--- src/rtl/alu_if.sv ---
// alu_if: operand/funct bus into the MIPS R-type ALU
// and the registered result/overflow back out.
interface alu_if #(
  parameter int WIDTH = 32
);
  logic [5:0]       funct;
  logic [WIDTH-1:0] INa;
  logic [WIDTH-1:0] INb;
  logic [WIDTH-1:0] OUT;
  logic             overflow;

  modport master (
    output funct,
    output INa,
    output INb,
    input  OUT,
    input  overflow
  );

  modport slave (
    input  funct,
    input  INa,
    input  INb,
    output OUT,
    output overflow
  );
endinterface

--- src/rtl/alu.sv ---
// alu: 32-bit MIPS R-type ALU, one-cycle registered result.
// Define ALU_SHIFT_EN to build the shifter (sll/srl/sra + v forms).
module alu #(
  parameter int WIDTH = 32
) (
  input logic  clk,
  input logic  rst_n,
  alu_if.slave bus
);
  localparam int MSB = WIDTH - 1;

  logic [WIDTH-1:0] a;
  logic [WIDTH-1:0] b;
  logic [WIDTH-1:0] sum;
  logic [WIDTH-1:0] dif;
  logic [WIDTH-1:0] res;
  logic             ovf;
  logic             lt_s;
  logic             lt_u;
  logic [5:0]       f;

  logic op_add, op_addu, op_sub, op_subu;
  logic op_and, op_or, op_xor, op_nor;
  logic op_slt, op_sltu;

  assign a    = bus.INa;
  assign b    = bus.INb;
  assign f    = bus.funct;
  assign sum  = a + b;
  assign dif  = a - b;
  assign lt_s = $signed(a) < $signed(b);
  assign lt_u = a < b;

  assign op_add  = f == 6'b100000;
  assign op_addu = f == 6'b100001;
  assign op_sub  = f == 6'b100010;
  assign op_subu = f == 6'b100011;
  assign op_and  = f == 6'b100100;
  assign op_or   = f == 6'b100101;
  assign op_xor  = f == 6'b100110;
  assign op_nor  = f == 6'b100111;
  assign op_slt  = f == 6'b101010;
  assign op_sltu = f == 6'b101011;

`ifdef ALU_SHIFT_EN
  logic [4:0]       shamt;
  logic [WIDTH-1:0] shl;
  logic [WIDTH-1:0] shr;
  logic [WIDTH-1:0] sha;
  logic             op_sll, op_srl, op_sra;

  // Immediate and variable forms differ only in funct[2]
  assign op_sll = f == 6'b000000 || f == 6'b000100;
  assign op_srl = f == 6'b000010 || f == 6'b000110;
  assign op_sra = f == 6'b000011 || f == 6'b000111;
  assign shamt  = a[4:0];
  assign shl    = b << shamt;
  assign shr    = b >> shamt;
  assign sha    = $signed(b) >>> shamt;
`endif

  // Decode funct and select the result and overflow flag
  always_comb begin
    res = '0;
    ovf = 1'b0;
    unique case (1'b1)
      op_add: begin
        res = sum;
        ovf = (a[MSB] == b[MSB]) &&
              (sum[MSB] != a[MSB]);
      end
      op_addu: res = sum;
      op_sub: begin
        res = dif;
        ovf = (a[MSB] != b[MSB]) &&
              (dif[MSB] != a[MSB]);
      end
      op_subu: res = dif;
      op_and:  res = a & b;
      op_or:   res = a | b;
      op_xor:  res = a ^ b;
      op_nor:  res = ~(a | b);
      op_slt:  res = {{(WIDTH-1){1'b0}}, lt_s};
      op_sltu: res = {{(WIDTH-1){1'b0}}, lt_u};
`ifdef ALU_SHIFT_EN
      op_sll:  res = shl;
      op_srl:  res = shr;
      op_sra:  res = sha;
`endif
      default: begin
        res = '0;
        ovf = 1'b0;
      end
    endcase
  end

  // Register result; reset wins over the datapath
  always_ff @(posedge clk) begin
    if (!rst_n) begin
      bus.OUT      <= '0;
      bus.overflow <= 1'b0;
    end else begin
      bus.OUT      <= res;
      bus.overflow <= ovf;
    end
  end
endmodule

--- src/flat_wrapper.sv ---
// flat-port wrapper written by rule: the top's interface ports become plain ports
module alu_flat 
#(
  parameter int WIDTH = 32
)
  (clk, rst_n, bus_funct, bus_INa, bus_INb, bus_OUT, bus_overflow);
  alu_if #(.WIDTH(WIDTH)) bus_i ();
  input logic clk;
  input logic rst_n;
  input wire logic [$bits(bus_i.funct)-1:0] bus_funct;
  input wire logic [$bits(bus_i.INa)-1:0] bus_INa;
  input wire logic [$bits(bus_i.INb)-1:0] bus_INb;
  output wire logic [$bits(bus_i.OUT)-1:0] bus_OUT;
  output wire logic [$bits(bus_i.overflow)-1:0] bus_overflow;
  assign bus_i.funct = bus_funct;
  assign bus_i.INa = bus_INa;
  assign bus_i.INb = bus_INb;
  assign bus_OUT = bus_i.OUT;
  assign bus_overflow = bus_i.overflow;
  alu #(.WIDTH(WIDTH)) u_core (.clk(clk), .rst_n(rst_n), .bus(bus_i));
endmodule
--- config.mk ---
export PLATFORM = sky130hd
export DESIGN_NAME = alu_flat
export DESIGN_NICKNAME = d
export VERILOG_FILES = /design/src/rtl/alu_if.sv /design/src/rtl/alu.sv /design/src/flat_wrapper.sv
export SDC_FILE = /design/constraint.sdc
export NUM_CORES = 1
export LEC_CHECK = 0
export ABC_AREA = 1
export BUFFER_PORTS_ARGS = -buffer_cell sky130_fd_sc_hd__buf_2
export CAP_MARGIN = 20
export CORE_ASPECT_RATIO = 0.6
export CORE_UTILIZATION = 53
export DETAILED_ROUTE_END_ITERATION = 12
export PLACE_DENSITY = 0.83
export RECOVER_POWER = 100
export SETUP_SLACK_MARGIN = 0.02
export SLEW_MARGIN = 20
export SYNTH_ARGS = -nofsm -noshare
export SYNTH_HDL_FRONTEND = slang
export SYNTH_SLANG_ARGS = --single-unit
--- constraint.sdc ---
create_clock -name clk -period 2.4 [get_ports clk]
set_input_delay 0.24 -clock clk [delete_from_list [all_inputs] [get_ports clk]]
set_output_delay 0.24 -clock clk [all_outputs]
set_load 0.02 [all_outputs]
==> reports/results.ini, run 1 <==
[clock_network]
htree_num_levels = 2
postCtsSetupBuffers = 0
clk_path_buf_depth = 2
root_buffer = clkbuf_16
cts_sinks = 33
cts_made_buffers = 5
cts_resized = 0
tritoncts = done
cts_hold_buffers = 0
path_clk_slew_ps = 50

[route]
drt-total-wl_mm = 31.03
vias_per_cell = 5.385
drc = 0
drt_iter0_markers = 1188
ant_nets = 0
dr.pass1.iters = 5
vias = 9769
wl_per_cell_um = 17.11

[placed_design]
hpwl_mm = 25.52
finalWeightedCongestion = 1.047
portBuffers = 104

[setup_path]
cp.arrival_ps = 2450
startpoint = bus_INb[0]
required_ps = 2580
cp-end-kind = flop
startpoint_type = input pin
crit_type = input pin to flop
path_max_fanout = 4

[global_routing]
grt_pass1_wl_mm = 46.55
grt_usage = 0.4205
grt_start_max_net_pins = 27
antenna_found_initial = 0
grt_overflow = 0
grt_pass1_vias = 8537

[layout]
nets = 1804
area_growth_pct = 17.51
seq_area_um2 = 660.6
diodes = 0
final_layout_size_suffix_gt1_frac = 0.1097
fill_cells = 1404
multiInputGateArea_um2 = 5567

[timing]
max_slew.worst_pin.slew_ps = 774.6
rsz0062_at_grt = false
slew_headroom = 0.4831
timing.final.crit_share = 0.9462
tns_ps = 0
fin_crit_ps = 2271
hold_violations = 0
finalMaxSlewViolations = 0
setup_viol = 0
fmax_ghz = 0.4404

[synthesis]
yosysWarnings = 0
yosys-top-cells-area = nand2_1, ha_1, inv_1, dfxtp_1, nor2_1
synth_top_area_share = 0.2341
syn_avg_cell_area_um2 = 5.227
async_reset_ff_frac = 0
yosys.cell_types.count = 36
ys.flop_type = dfxtp_1
ys_ff_latch = 33
synth-edff-count = 0
yosys.area.top_type = nand2_1
ys_seq_area_frac = 0.08657
synth_cells = 1460
syn_area_um2 = 7631
synth_nets = 1642

[floorplanning]
die_area_um2 = 14900
fp-row-count = 33
core_area_um2 = 13830
dieWidth_um = 156.9
io_pins = 105
start_util = 0.5517
die_y_um = 94.95

[power]
max-vdd-ir-drop_mv = 0.2229
power_density_nw_per_um2 = 331.7
total_power_mw = 2.974
p_leak_nw = 5.452

[worst_hold_path]
holdCritStartpoint = bus_INa[31]
min_path_cells = 4
hold_path_class = input pin to flop

[flow_run]
drv_cap = 0

[status]
outcome = finished clean

-- kinds of logic (layout without fill, tap and decap cells) --
| kind of cell | count (synthesis) | after routing | synth area share |
|---|---|---|---|
| AND/OR/NAND/NOR | 773 | 773 | 0.4107 |
| buffers and inverters | 358 | 520 | 0.1836 |
| AO/OA/AOI/OAI | 186 | 186 | 0.1367 |
| adder cells (fa/ha/maj) | 110 | 110 | 0.1823 |
| flip-flops | 33 | 33 | 0.08657 |
-- cell usage after synthesis (3+ instances only) --
library cell / instances
a21oi_1: 79
nand3_1: 86
nand3b_1: 3
nor4_1: 3
o21bai_1: 8
clkbuf_1: 12
dfxtp_1: 33
o21ai_0: 58
o221ai_1: 4
nor3_1: 18
a221oi_1: 10
buf_4: 9
nor2_2: 8
a211oi_1: 3
clkbuf_2: 3
nand4_1: 3
nand2_2: 4
inv_1: 315
a31oi_1: 7
nor2_1: 160
and2_1: 3
buf_2: 16
o22ai_1: 14
ha_1: 108
nand2_1: 476
-- area by class of cell --
| class | instances | share of cell area |
|---|---|---|
| multi-input cells | 1069 | 0.6208 |
| inverters | 318 | 0.1331 |
| repair buffers | 195 | 0.1293 |
| flip-flops and latches | 33 | 0.07367 |
| well taps | 192 | 0.02679 |
| clock buffers | 6 | 0.01549 |
| clock inverters | 1 | 0.0008372 |
-- through the flow --
step	instance area [um^2]	hold WS, ps	instances	utilization	setup WS, ps
floorplan	7631	409.2	1460	-	557.5
global placement	8892	587.8	1807	0.6429	-24.38
detailed placement	8892	596.9	1807	0.6429	-37.48
CTS	9039	307.5	1814	0.6535	252.7
global route	8967	326.1	1814	0.6483	50.85
finish	8967	315.6	1814	0.6483	129.1
-- power breakdown --
group          switching, mW  internal [mW]
Clock                  0.298          0.409
Combinational           1.14          0.549
Sequential           0.00782          0.568
-- path summary, 6_finish.rpt --
check	end	slack (ps)
max	u_core.bus.OUT[30]	130
min	u_core.bus.overflow	320
-- state kept, by name, summed over array words and instances, names as in the netlist --
register / cells
u_core.bus.overflow: 1
u_core.bus.OUT: 32
-- critical path, stage by stage --
cell,delay (ps)
clkbuf_1,100
ha_1,240
fa_1,450
nand3_1,100
nand3_1,150
nand2_1,100
nand2_1,90
nand2_1,70
nand2_1,240
nand2_1,210
nand3_1,90
nand3_1,140
nand3_1,110
nand2_1,70
inv_1,40
-- layer usage --
layer,vias up,share of wire,GRT usage
li1,4789,-,-
met1,4250,0.45,0.6160
met2,692,0.37,0.5785
met3,38,0.17,0.1487
met4,0,0.013,0.07435
met5,-,0,0
-- cell usage in the layout, fill, tap and decap left out, types with 3 or more instances in the layout --
cell type	instances
a211oi_1	3
nand3b_1	3
nand2_2	3
o21ai_0	59
buf_2	67
o22ai_1	14
clkbuf_1	43
buf_4	78
nand2_1	477
clkbuf_4	5
clkbuf_16	5
dfxtp_1	33
nor2_2	8
nor4_1	3
a21oi_1	79
nor3_1	18
inv_1	316
ha_1	108
a221oi_1	10
nand3_1	86
o21bai_1	8
o221ai_1	4
nand4_1	3
a31oi_1	7
nor2_1	160
Power figures use the tool's default switching activity.
==> inputs of run 2 (changes only) <==
BUFFER_PORTS_ARGS = unset   (was -buffer_cell sky130_fd_sc_hd__buf_2)
CORE_MARGIN = 4   (was unset)
DONT_BUFFER_PORTS = 1   (was unset)
PLACE_DENSITY = 0.77   (was 0.83)
REMOVE_ABC_BUFFERS = 1   (was unset)
==> run 2 against run 1 <==
  * Cell area decreased by 9.6%
  * Core utilization decreased by 6.4 points
  * Maximum frequency increased by 2.4%
  * Non-clock buffer count decreased by 153
  * Cell count decreased by 8.4%
  * Via count decreased by 6.3%
  * Clock power decreased by 3.4%
  * Sequential share of layout area increased by 0.78 points
  * Hold slack got worse by 260 ps
  * Combinational power decreased by 15%
  * Global-route usage decreased by 5.0 points
  * Critical path depth decreased by 1
==> reports/results.ini, run 2 (synthesis gave the netlist of run 1 again) <==
[status]
outcome = finished clean

[timing]
timing.final.crit_share = 0.9240  ; -0.02216
slew_headroom = 0.5496  ; +0.06651
fin_crit_ps = 2218  ; -53.19 ps
tns_ps = 0  ; unchanged
finalMaxSlewViolations = 0  ; unchanged
finalWorstSetupSlack_ps = 182.3  ; +53.19 ps
max_slew.worst_pin.slew_ps = 675.7  ; -98.90 ps
setup_viol = 0  ; unchanged
fmax_ghz = 0.4509  ; +2.4%
rsz0062_at_grt = false
hold_violations = 0  ; unchanged
whs_ps = 53.31  ; -262.3 ps

[global_routing]
grt_overflow = 0  ; unchanged
antenna_found_initial = 0  ; unchanged
grt_usage = 0.3702  ; -0.05031
grt_start_max_net_pins = 21  ; -22%
grt_pass1_vias = 7990  ; -6.4%
grt_pass1_wl_mm = 46.57  ; about the same

[layout]
fill_cells = 1513  ; +7.8%
largest_reg_flops = 32  ; unchanged
stdcell_area_um2 = 8108  ; -9.6%
final_common_cell = nand2_1
multiInputGateArea_um2 = 5562  ; about the same
finish.utilization = 0.5844  ; -0.06389
top_register = u_core.bus.OUT
seq_area_um2 = 660.6  ; unchanged
area_growth_pct = 6.247
post_layout_nonfiller_instances = 1662  ; -8.4%
nets = 1651  ; -8.5%
top_regs = u_core.bus.OUT x32, u_core.bus.overflow x1
final_cell_mix = nand2_1, inv_1, nor2_1
final_layout_size_suffix_gt1_frac = 0.04354  ; -0.06620
diodes = 0  ; unchanged

[route]
drc = 0  ; unchanged
drt-total-wl_mm = 31.05  ; about the same
drt_iter0_markers = 1346  ; +13%
dr.pass1.iters = 6  ; +1
vias_per_cell = 5.507  ; +2.3%
ant_nets = 0  ; unchanged
wl_per_cell_um = 18.68  ; +9.2%
vias = 9153  ; -6.3%

[power]
max-vdd-ir-drop_mv = 0.2167  ; -2.8%
power_density_nw_per_um2 = 335.5  ; +1.2%
total_power_mw = 2.720  ; -8.5%
p_leak_nw = 4.913  ; -9.9%

[clock_network]
clk_path_buf_depth = 2  ; unchanged
htree_num_levels = 2  ; unchanged
cts_resized = 0  ; unchanged
postCtsSetupBuffers = 0  ; unchanged
root_buffer = clkbuf_16
cts_made_buffers = 5  ; unchanged
path_clk_slew_ps = 60  ; about the same
cts_hold_buffers = 0  ; unchanged
tritoncts = done
cts_sinks = 33  ; unchanged

[setup_path]
path_max_fanout = 7  ; +3
required_ps = 2570  ; about the same
startpoint_type = input pin
cp-endpoint = u_core.bus.OUT[17]
startpoint = bus_INb[6]
cp.arrival_ps = 2390  ; -60 ps
crit_type = input pin to flop
cp-end-kind = flop

[placed_design]
finalWeightedCongestion = 1.095  ; +4.6%
dpl_worst_slack_ps = 14.98  ; +52.45 ps
portBuffers = 0  ; -100%
place_area_um2 = 7991  ; -10%
placed_cells = 1654  ; -8.5%
hpwl_mm = 25.81  ; +1.1%

[floorplanning]
die_y_um = 100.9  ; +6.3%
core_area_um2 = 13870  ; +0.30%
fp-row-count = 33  ; unchanged
io_pins = 105  ; unchanged
die_area_um2 = 16440  ; +10%
dieWidth_um = 162.9  ; +3.8%
start_util = 0.5501  ; -0.001642

[flow_run]
drv_cap = 0  ; unchanged

[worst_hold_path]
hold_path_class = input pin to flop

[run 2: cell types whose count changed in the layout (fill, tap and decap cells not counted), moves of 2 or more]
cell,before,now
buf_2,67,0
buf_4,78,37
clkbuf_1,43,5
clkbuf_4,5,0
clkinv_2,0,2
[run 2: worst min-delay path by stage]
| stage | startpoint | to | slack [ps] | cells after the start |
|---|---|---|---|---|
| 6_report | rst_n | u_core.bus.OUT[30] | 50 | 2 |
| 5_1_grt | rst_n | u_core.bus.OUT[30] | 50 | 2 |
| 4_1_cts | rst_n | u_core.bus.OUT[30] | 50 | 2 |
| 3_5_place_dp | rst_n | u_core.bus.OUT[30] | 350 | 2 |
| 3_3_place_gp | rst_n | u_core.bus.OUT[30] | 340 | 2 |
| 2_1_floorplan | rst_n | u_core.bus.OUT[11] | 340 | 2 |
[run 2: area by class of cell]
cell class,count,area share
Multi-Input combinational cell,1069,0.6860
Clock inverter,2,0.001235
Sequential cell,33,0.08148
Timing Repair Buffer,42,0.03858
Tap cell,192,0.02963
Inverter,318,0.1472
Clock buffer,6,0.01590
[run 2: routing by layer]
metal  vias to the layer above  GRT usage  part of all wire
met2                       699     0.4522              0.34
li1                       4464          -                 -
met4                         0    0.05284             0.014
met1                      3949     0.5874              0.47
met3                        41     0.1545              0.18
met5                         -          0                 0
[run 2: critical path, cell delays in order]
cell      delay [ps]
inv_1             40
ha_1             430
nand2_1          180
nor2_1           250
nand3_1          120
nand3b_1         130
clkbuf_1         300
nand3_1          230
nand2_1          100
nand2_1           60
nand3_1          110
nand2_1           60
nor2_1            90
nor2_1            50
[run 2: where the power goes]
part,switching (mW),internal (mW),total (mW)
Sequential,0.0372,0.569,0.606
Combinational,1.02,0.411,1.43
Clock,0.300,0.383,0.683
==> inputs of run 3 (changes only) <==
RECOVER_POWER = unset   (was 100)
==> run 3 against run 2 <==
  * Sequential power barely moved
  * Total power rose by 0.12%
  * Core utilization rose by 0.16 points
  * Flip-flop and latch count unchanged
  * Critical path type unchanged
  * Hold slack about the same
  * First-iteration DRC count is 2.8% higher
  * Die area unchanged
  * Sequential share of layout area about the same
  * Worst setup slack improved by 33 ps
  * Clock power hardly changed
  * Combinational power about the same
==> reports/results.ini, run 3 (synthesis gave the netlist of run 1 again) <==
[layout]
diodes = 0  ; unchanged
final_layout_size_suffix_gt1_frac = 0.04762  ; +0.004082
fill_cells = 1506  ; -0.46%
post_layout_nonfiller_instances = 1662  ; unchanged
top_register = u_core.bus.OUT
top_regs = u_core.bus.OUT x32, u_core.bus.overflow x1
nets = 1651  ; unchanged
final_common_cell = nand2_1
final_cell_mix = nand2_1, inv_1, nor2_1
area_growth_pct = 6.542
largest_reg_flops = 32  ; unchanged

[worst_hold_path]
min_path_cells = 2  ; unchanged
min_to = u_core.bus.OUT[30]
hold_path_class = input pin to flop
holdCritStartpoint = rst_n

[clock_network]
postCtsSetupBuffers = 0  ; unchanged
path_clk_slew_ps = 60  ; about the same
root_buffer = clkbuf_16
cts_made_buffers = 5  ; unchanged
cts_resized = 0  ; unchanged
clk_path_buf_depth = 2  ; unchanged
cts_hold_buffers = 0  ; unchanged
htree_num_levels = 2  ; unchanged
tritoncts = done
cts_sinks = 33  ; unchanged

[power]
max-vdd-ir-drop_mv = 0.2170  ; +0.15%
power_density_nw_per_um2 = 335.0  ; -0.16%
p_leak_nw = 4.933  ; +0.40%

[placed_design]
hpwl_mm = 25.81  ; unchanged
finalWeightedCongestion = 1.095  ; unchanged
dpl_worst_slack_ps = 14.98  ; unchanged
placed_cells = 1654  ; unchanged
portBuffers = 0  ; unchanged

[global_routing]
grt_overflow = 0  ; unchanged
grt_pass1_vias = 7990  ; unchanged
antenna_found_initial = 0  ; unchanged
grt_usage = 0.3702  ; unchanged
grt_start_max_net_pins = 21  ; unchanged
grt_pass1_wl_mm = 46.57  ; unchanged

[timing]
slew_headroom = 0.5226  ; -0.02696
timing.final.crit_share = 0.9102  ; -0.01387
setup_viol = 0  ; unchanged
fmax_ghz = 0.4578  ; +1.5%
tns_ps = 0  ; unchanged
fin_crit_ps = 2184  ; -33.29 ps
finalWorstSetupSlack_ps = 215.6  ; +33.29 ps
max_slew.worst_pin.slew_ps = 716.1  ; +40.44 ps
finalMaxSlewViolations = 0  ; unchanged
hold_violations = 0  ; unchanged
rsz0062_at_grt = false

[floorplanning]
die_y_um = 100.9  ; unchanged
fp-row-count = 33  ; unchanged
die_area_um2 = 16440  ; unchanged
dieWidth_um = 162.9  ; unchanged
io_pins = 105  ; unchanged
start_util = 0.5501  ; unchanged
core_area_um2 = 13870  ; unchanged

[setup_path]
startpoint = bus_INb[5]
path_depth = 13  ; -1
critPathBufInv = 3  ; +1
required_ps = 2590  ; +20 ps
cpMaxStageDelayCell = ha_1
cp-end-kind = flop
crit_type = input pin to flop
startpoint_type = input pin
cpLargestDelayFamily = simple AND/OR/NAND/NOR gates
slowest_delay_ps = 390  ; -40 ps
path_max_fanout = 7  ; unchanged
cp_cell_sequence = inv_1 -> ha_1 -> inv_1 -> a21oi_2 -> nand3_1 -> nand2_1 -> nand3_1 -> nand2_1 -> nand3_1 -> nand3_1 -> nand3_1 -> nand2_1 -> inv_1
cp.arrival_ps = 2370  ; -20 ps
critPathMostFrequentCell = nand3_1

[route]
vias_per_cell = 5.514  ; +0.13%
wl_per_cell_um = 18.65  ; -0.19%
drc = 0  ; unchanged
drt-total-wl_mm = 30.99  ; -0.19%
ant_nets = 0  ; unchanged
dr.pass1.iters = 6  ; unchanged
vias = 9165  ; +0.13%
drt_iter0_markers = 1384  ; +2.8%

[status]
outcome = finished clean

[flow_run]
drv_cap = 0  ; unchanged

-- run 3: cell types whose count changed in the layout (fill, tap and decap cells not counted), sizes merged --
cell and change:
buf +4, clkbuf -4
-- run 3: power by group --
part / internal [mW] / switching (mW) / leakage (nW)
Combinational: 0.416 / 1.02 / 4.59
Sequential: 0.569 / 0.0372 / 0.268
Clock: 0.383 / 0.298 / 0.0706
-- run 3: worst max path at each step --
stage / slack, ps / endpoint
after floorplan: 550 / u_core.bus.OUT[22]
after global placement: 0.7 / u_core.bus.OUT[30]
after detailed placement: 10 / u_core.bus.OUT[30]
after CTS: 310 / u_core.bus.OUT[30]
after global routing: 90 / u_core.bus.OUT[22]
final: 220 / u_core.bus.OUT[30]
-- run 3: per-stage QoR --
stage	cell area (um^2)	power (mW)	utilization	hold slack, ps
floorplan	7423	1.538	-	337.6
global placement	7991	1.973	0.5760	344.7
detailed placement	7991	1.974	0.5760	346.7
CTS	8130	2.655	0.5860	51.29
global route	8130	2.879	0.5860	50.78
finish	8130	2.724	0.5860	53.49
-- run 3: per-layer routing --
layer,part of all wire,vias to the layer above,GRT usage
li1,-,4468,-
met1,0.48,3995,0.5874
met2,0.34,653,0.4522
met3,0.17,49,0.1545
met4,0.015,0,0.05284
met5,0,-,0
-- run 3: final cells by class --
cell class / instances / area [um^2] / area share
Clock buffer: 6 / 128.9 / 0.01585
Clock inverter: 2 / 10.01 / 0.001231
Sequential cell: 33 / 660.6 / 0.08126
Inverter: 318 / 1194 / 0.1468
Timing Repair Buffer: 42 / 327.8 / 0.04032
Multi-Input combinational cell: 1069 / 5569 / 0.6850
Tap cell: 192 / 240.2 / 0.02955
